<file path="config.mk">
export PLATFORM = sky130hd
export DESIGN_NAME = seq_multiplier_nbit
export DESIGN_NICKNAME = d
export VERILOG_FILES = /design/src/rtl/mult_pkg.sv /design/src/rtl/mult_sign_adjust.sv /design/src/rtl/seq_multiplier_nbit.sv
export SDC_FILE = /design/constraint.sdc
export NUM_CORES = 1
export LEC_CHECK = 0
export ABC_AREA = 1
export CORE_UTILIZATION = 35
export DETAILED_ROUTE_END_ITERATION = 8
export HOLD_SLACK_MARGIN = 0.15
export PLACE_DENSITY_LB_ADDON = 0.25
export SLEW_MARGIN = 30
export SYNTH_ARGS = -nofsm -noshare
export SYNTH_HDL_FRONTEND = slang
export SYNTH_SLANG_ARGS = --single-unit
</file>
<file path="constraint.sdc">
create_clock -name clk -period 6.95 [get_ports clk]
set_clock_uncertainty 0.1 [all_clocks]
set_input_delay 1.0425 -clock clk [delete_from_list [all_inputs] [get_ports clk]]
set_output_delay 1.0425 -clock clk [all_outputs]
set_load 0.05 [all_outputs]
</file>
<file path="src/rtl/mult_pkg.sv">
// Shared types for the sequential shift-and-add multiplier.
package mult_pkg;

    typedef enum logic [1:0] {
        IDLE = 2'b00,
        CALC = 2'b01,
        DONE = 2'b10
    } mult_state_t;

endpackage : mult_pkg

</file>
<file path="src/rtl/mult_sign_adjust.sv">
// Conditional two's-complement negate: result = neg ? -value : value.
// Used for operand magnitudes and for re-applying the product sign.
module mult_sign_adjust #(
    parameter int W = 4
) (
    input  logic         neg,
    input  logic [W-1:0] value,
    output logic [W-1:0] result
);

    // Negate by invert-plus-one when requested, otherwise pass through.
    always_comb begin
        result = value;
        if (neg) begin
            result = (~value) + {{(W-1){1'b0}}, 1'b1};
        end else begin
            result = value;
        end
    end

endmodule : mult_sign_adjust

</file>
<file path="src/rtl/seq_multiplier_nbit.sv">
// Iterative shift-and-add multiplier, one partial product per clock.
// Signed mode multiplies magnitudes and negates the result when the
// operand signs differ. Latency is always WIDTH cycles after acceptance.
module seq_multiplier_nbit
    import mult_pkg::*;
#(
    parameter int WIDTH = 4,
    parameter int CNT_W = $clog2(WIDTH + 1)
) (
    input  logic                 clk,
    input  logic                 rst,
    input  logic                 in_valid,
    output logic                 in_ready,
    input  logic [WIDTH-1:0]     a,
    input  logic [WIDTH-1:0]     b,
    input  logic                 signed_mode,
    output logic                 out_valid,
    input  logic                 out_ready,
    output logic [2*WIDTH-1:0]   product,
    output logic                 busy
);

    mult_state_t          state_r;
    logic                 sign_r;
    logic [WIDTH-1:0]     mcand_r;
    logic [WIDTH-1:0]     mplier_r;
    logic [2*WIDTH-1:0]   acc_r;
    logic [CNT_W-1:0]     count_r;
    logic [2*WIDTH-1:0]   product_r;

    logic                 a_neg_s;
    logic                 b_neg_s;
    logic [WIDTH-1:0]     a_mag_s;
    logic [WIDTH-1:0]     b_mag_s;
    logic [2*WIDTH-1:0]   partial_s;
    logic [2*WIDTH-1:0]   acc_next_s;
    logic [2*WIDTH-1:0]   result_s;
    logic                 last_iter_s;

    assign a_neg_s = signed_mode & a[WIDTH-1];
    assign b_neg_s = signed_mode & b[WIDTH-1];

    mult_sign_adjust #(.W(WIDTH)) u_abs_a (
        .neg    (a_neg_s),
        .value  (a),
        .result (a_mag_s)
    );

    mult_sign_adjust #(.W(WIDTH)) u_abs_b (
        .neg    (b_neg_s),
        .value  (b),
        .result (b_mag_s)
    );

    // Current partial product and the accumulator value after this step.
    always_comb begin
        partial_s  = {(2*WIDTH){1'b0}};
        acc_next_s = acc_r;
        if (mplier_r[0]) begin
            partial_s = {{WIDTH{1'b0}}, mcand_r} << count_r;
        end else begin
            partial_s = {(2*WIDTH){1'b0}};
        end
        acc_next_s = acc_r + partial_s;
    end

    assign last_iter_s = (count_r == CNT_W'(WIDTH - 1));

    // Final result with the sign re-applied; -0 cannot occur since 0 negates to 0.
    mult_sign_adjust #(.W(2*WIDTH)) u_neg_res (
        .neg    (sign_r),
        .value  (acc_next_s),
        .result (result_s)
    );

    // Control FSM and datapath registers; reset discards any in-flight operation.
    always_ff @(posedge clk or posedge rst) begin
        if (rst) begin
            state_r   <= IDLE;
            sign_r    <= 1'b0;
            mcand_r   <= {WIDTH{1'b0}};
            mplier_r  <= {WIDTH{1'b0}};
            acc_r     <= {(2*WIDTH){1'b0}};
            count_r   <= {CNT_W{1'b0}};
            product_r <= {(2*WIDTH){1'b0}};
        end else begin
            case (state_r)
                IDLE: begin
                    if (in_valid) begin
                        sign_r   <= signed_mode & (a[WIDTH-1] ^ b[WIDTH-1]);
                        mcand_r  <= a_mag_s;
                        mplier_r <= b_mag_s;
                        acc_r    <= {(2*WIDTH){1'b0}};
                        count_r  <= {CNT_W{1'b0}};
                        state_r  <= CALC;
                    end else begin
                        state_r  <= IDLE;
                    end
                end
                CALC: begin
                    acc_r    <= acc_next_s;
                    mplier_r <= mplier_r >> 1;
                    count_r  <= count_r + CNT_W'(1);
                    if (last_iter_s) begin
                        product_r <= result_s;
                        state_r   <= DONE;
                    end else begin
                        state_r   <= CALC;
                    end
                end
                DONE: begin
                    if (out_ready) begin
                        state_r <= IDLE;
                    end else begin
                        state_r <= DONE;
                    end
                end
                default: begin
                    state_r <= IDLE;
                end
            endcase
        end
    end

    // Handshake flags decoded directly from the registered state.
    assign in_ready  = (state_r == IDLE);
    assign busy      = (state_r == CALC);
    assign out_valid = (state_r == DONE);
    assign product   = product_r;

endmodule : seq_multiplier_nbit

</file>
==> impl_metrics.py <==
metrics = {
    "run_status": {
        "status": "finished clean",
    },
    "die": {
        "rows": 27,
        "num_io_pins": 24,
        "die_w_um": 77.6,
        "initial_utilization_pct": 36.3,
        "die_h_um": 77.6,
        "design.die.area_um2": 6020,
        "core-area_um2": 5510,
    },
    "yosys": {
        "yosysWarnings": 0,
        "ys_seq_area_share_pct": 37.5,
        "yosysTopAreaCell": "dfrtp_1",
        "ys_types": 31,
        "yosys_register_bits": 30,
        "synth_cells": 277,
        "avgSynthCellArea_um2": 7.22,
        "synth_top_area_share_pct": 37.5,
        "synth_nets": 303,
        "syn_area_um2": 2000,
        "synth_area_leaders": "dfrtp_1, nand2_1, ha_1",
    },
    "sta": {
        "maxSlewHeadroom_pct": 66.3,
        "tightest_slew_ns": 0.504,
        "slew_violations": 0,
        "hold_slack_ns": 0.382,
        "finalCritPeriodShare_pct": 45.5,
        "fin_crit_ns": 3.16,
        "setup_viol_count_final": 0,
        "max_freq_mhz": 316,
        "fin_setup_tns_ns": 0,
        "timing.final.ws_setup_ns": 3.79,
        "rsz0062_at_grt": "false",
        "finalHoldViolations": 0,
    },
    "setup_path": {
        "endpoint_kind": "output pin",
        "path_class": "reg2out",
        "r2r_end": "product[7]",
        "cp_cell_sequence": "inv_1, nand2_1, inv_2, clkdlybuf4s50_1",
        "cp_top_family": "buffers and inverters",
        "rrSetupSlack_ns": 4.29,
        "crit_arrival_ns": 2.02,
        "critical_path_required_ns": 5.81,
        "crit_fanout": 12,
        "slowest_stage": "clkdlybuf4s50_1",
        "cp_num_buf_inv": 3,
        "start_kind": "register",
        "rr_worst_depth": 15,
        "slowest_delay_ns": 0.83,
        "worstReg2RegStart": "count_r[0]",
    },
    "power": {
        "pwr-share-clk_pct": 12.2,
        "p_leak_nw": 1.23,
        "power_mw": 1.19,
        "ir_drop_mv": 0.280,
        "p_sw_share_pct": 51.6,
        "intPower_mw": 0.579,
        "pwr_density_cell_nw_per_um2": 502,
        "combPwrFrac_pct": 61.4,
        "seqPwrFrac_pct": 26.4,
        "p_sw_mw": 0.616,
    },
    "cells_and_area": {
        "fin_cells": 375,
        "antenna_cells": 0,
        "layout_common_cells": "nand2_1, inv_1, dfrtp_1",
        "final_area_um2": 2380,
        "final_common_cell": "nand2_1",
        "drive_above_1_share_pct": 8.25,
        "fin_nets": 328,
        "syn_to_final_growth_pct": 19.0,
        "final_core_util_pct": 43.2,
    },
    "clock_network": {
        "clock_latency_ns": 0.28,
        "cts_tree": "done",
        "cts.sinks": 30,
        "cts_setup_buffers": 0,
        "clockBufferDepth": 2,
        "clockRootBuffer": "clkbuf_8",
        "clkSlewWorstSetupHoldPaths_ns": 0.06,
        "cts_buffers": 5,
        "cts-htree-levels": 2,
        "post_cts_resize_count": 0,
        "ctsHoldBuffers": 0,
    },
    "place": {
        "portBuffers": 23,
        "place_ws_ns": 4.09,
        "gp_routability_congestion": 0.805,
        "placed_area_um2": 2290,
        "placed_cells_incl_taps": 367,
        "dpl.hpwl_um": 3380,
    },
    "routing": {
        "wl_um": 4450,
        "drt_iter0_drc": 85,
        "dr.pass1.iters": 4,
        "routed_via_density": 4.80,
        "vias": 1800,
        "wl_per_cell_um": 11.9,
        "postRouteAntennaNets": 0,
        "drc": 0,
    },
    "grt": {
        "antenna_found_initial": 0,
        "grt_pass1_wl_um": 7990,
        "first_global_vias": 1706,
        "grt_start_max_net_pins": 31,
        "track_usage_pct": 17.0,
        "grt.overflow.total": 0,
    },
    "min_path": {
        "hold_depth": 2,
        "min_to": "product[5]",
        "hp-start": "product[5]",
        "hp-class": "reg2reg",
    },
    "flow_run": {
        "drv_cap": 0,
    },
}
## worst max path at each step
stage,from,to,slack (ns),depth (start not counted)
4_1_cts,state_r[1],busy,3.77,4
3_3_place_gp,state_r[1],busy,4.12,4
6_report,state_r[1],busy,3.79,4
3_5_place_dp,state_r[1],busy,4.09,4
2_1_floorplan,count_r[0],product[6],4.66,15
5_1_grt,state_r[1],busy,3.69,4
## synth_stat cells
cell and instances:
a21oi_1 8, a22o_2 1, a22oi_1 1, a2bb2oi_1 1, a31oi_1 1, a32o_1 1
buf_2 1, buf_6 2, clkbuf_1 2, clkbuf_2 1, dfrtp_1 30, fa_1 1
ha_1 12, inv_1 38, inv_2 5, nand2_1 87, nand2_2 6, nand3_1 15
nand3_2 3, nand4_1 4, nor2_1 16, nor2_2 2, nor3_1 2, o211ai_1 1
o21ai_0 22, o21ai_1 2, o22ai_1 5, o2bb2ai_1 1, o31ai_1 2, xnor2_1 3
xor2_1 1
## power groups by stage
stage	Clock, mW	Sequential (mW)	Combinational [mW]
2_1_floorplan	0	0.358	0.514
3_3_place_gp	0	0.316	0.729
3_5_place_dp	0	0.317	0.730
4_1_cts	0.150	0.315	0.737
5_1_grt	0.156	0.326	0.836
6_report	0.145	0.316	0.734
## sequential cells by signal (all words and copies together) (netlist names)
register	count
acc_r	8
product	8
mcand_r	4
mplier_r	4
count_r	3
state_r	2
sign_r	1
## cell type report
cell class / count / area (um^2)
sequential: 30 / 751
clock buffer: 7 / 86.3
inverter: 43 / 161
tap: 72 / 90.1
timing repair buffer: 24 / 238
clock inverter: 1 / 5.00
fill: 562 / 3130
multi-input combinational: 198 / 1050
## worst min-delay path: stages, from the launching register on
cell     delay [ns]
dfrtp_1        0.34
nand2_1        0.05
nand2_1        0.06
## logic make-up (layout without fill, tap and decap cells)
kind of cell             after synthesis  count (layout)  synth area share (%)
AO/OA/AOI/OAI                         46              46                  13.3
XOR/XNOR                               4               4                  1.75
adder cells (fa/ha/maj)               13              13                  8.51
buffers and inverters                 49              75                  10.1
flip-flops                            30              30                  37.5
AND/OR/NAND/NOR                      135             135                  28.8
## metal layers
| metal | wire, um | GRT usage (%) | vias up |
|---|---|---|---|
| met5 | 0 | 0 | - |
| met4 | 69 | 6.04 | 0 |
| met3 | 141 | 3.18 | 6 |
| met2 | 1850 | 24.8 | 36 |
| met1 | 2390 | 24.7 | 813 |
| li1 | - | - | 945 |
(Power assumes the default switching activity.)
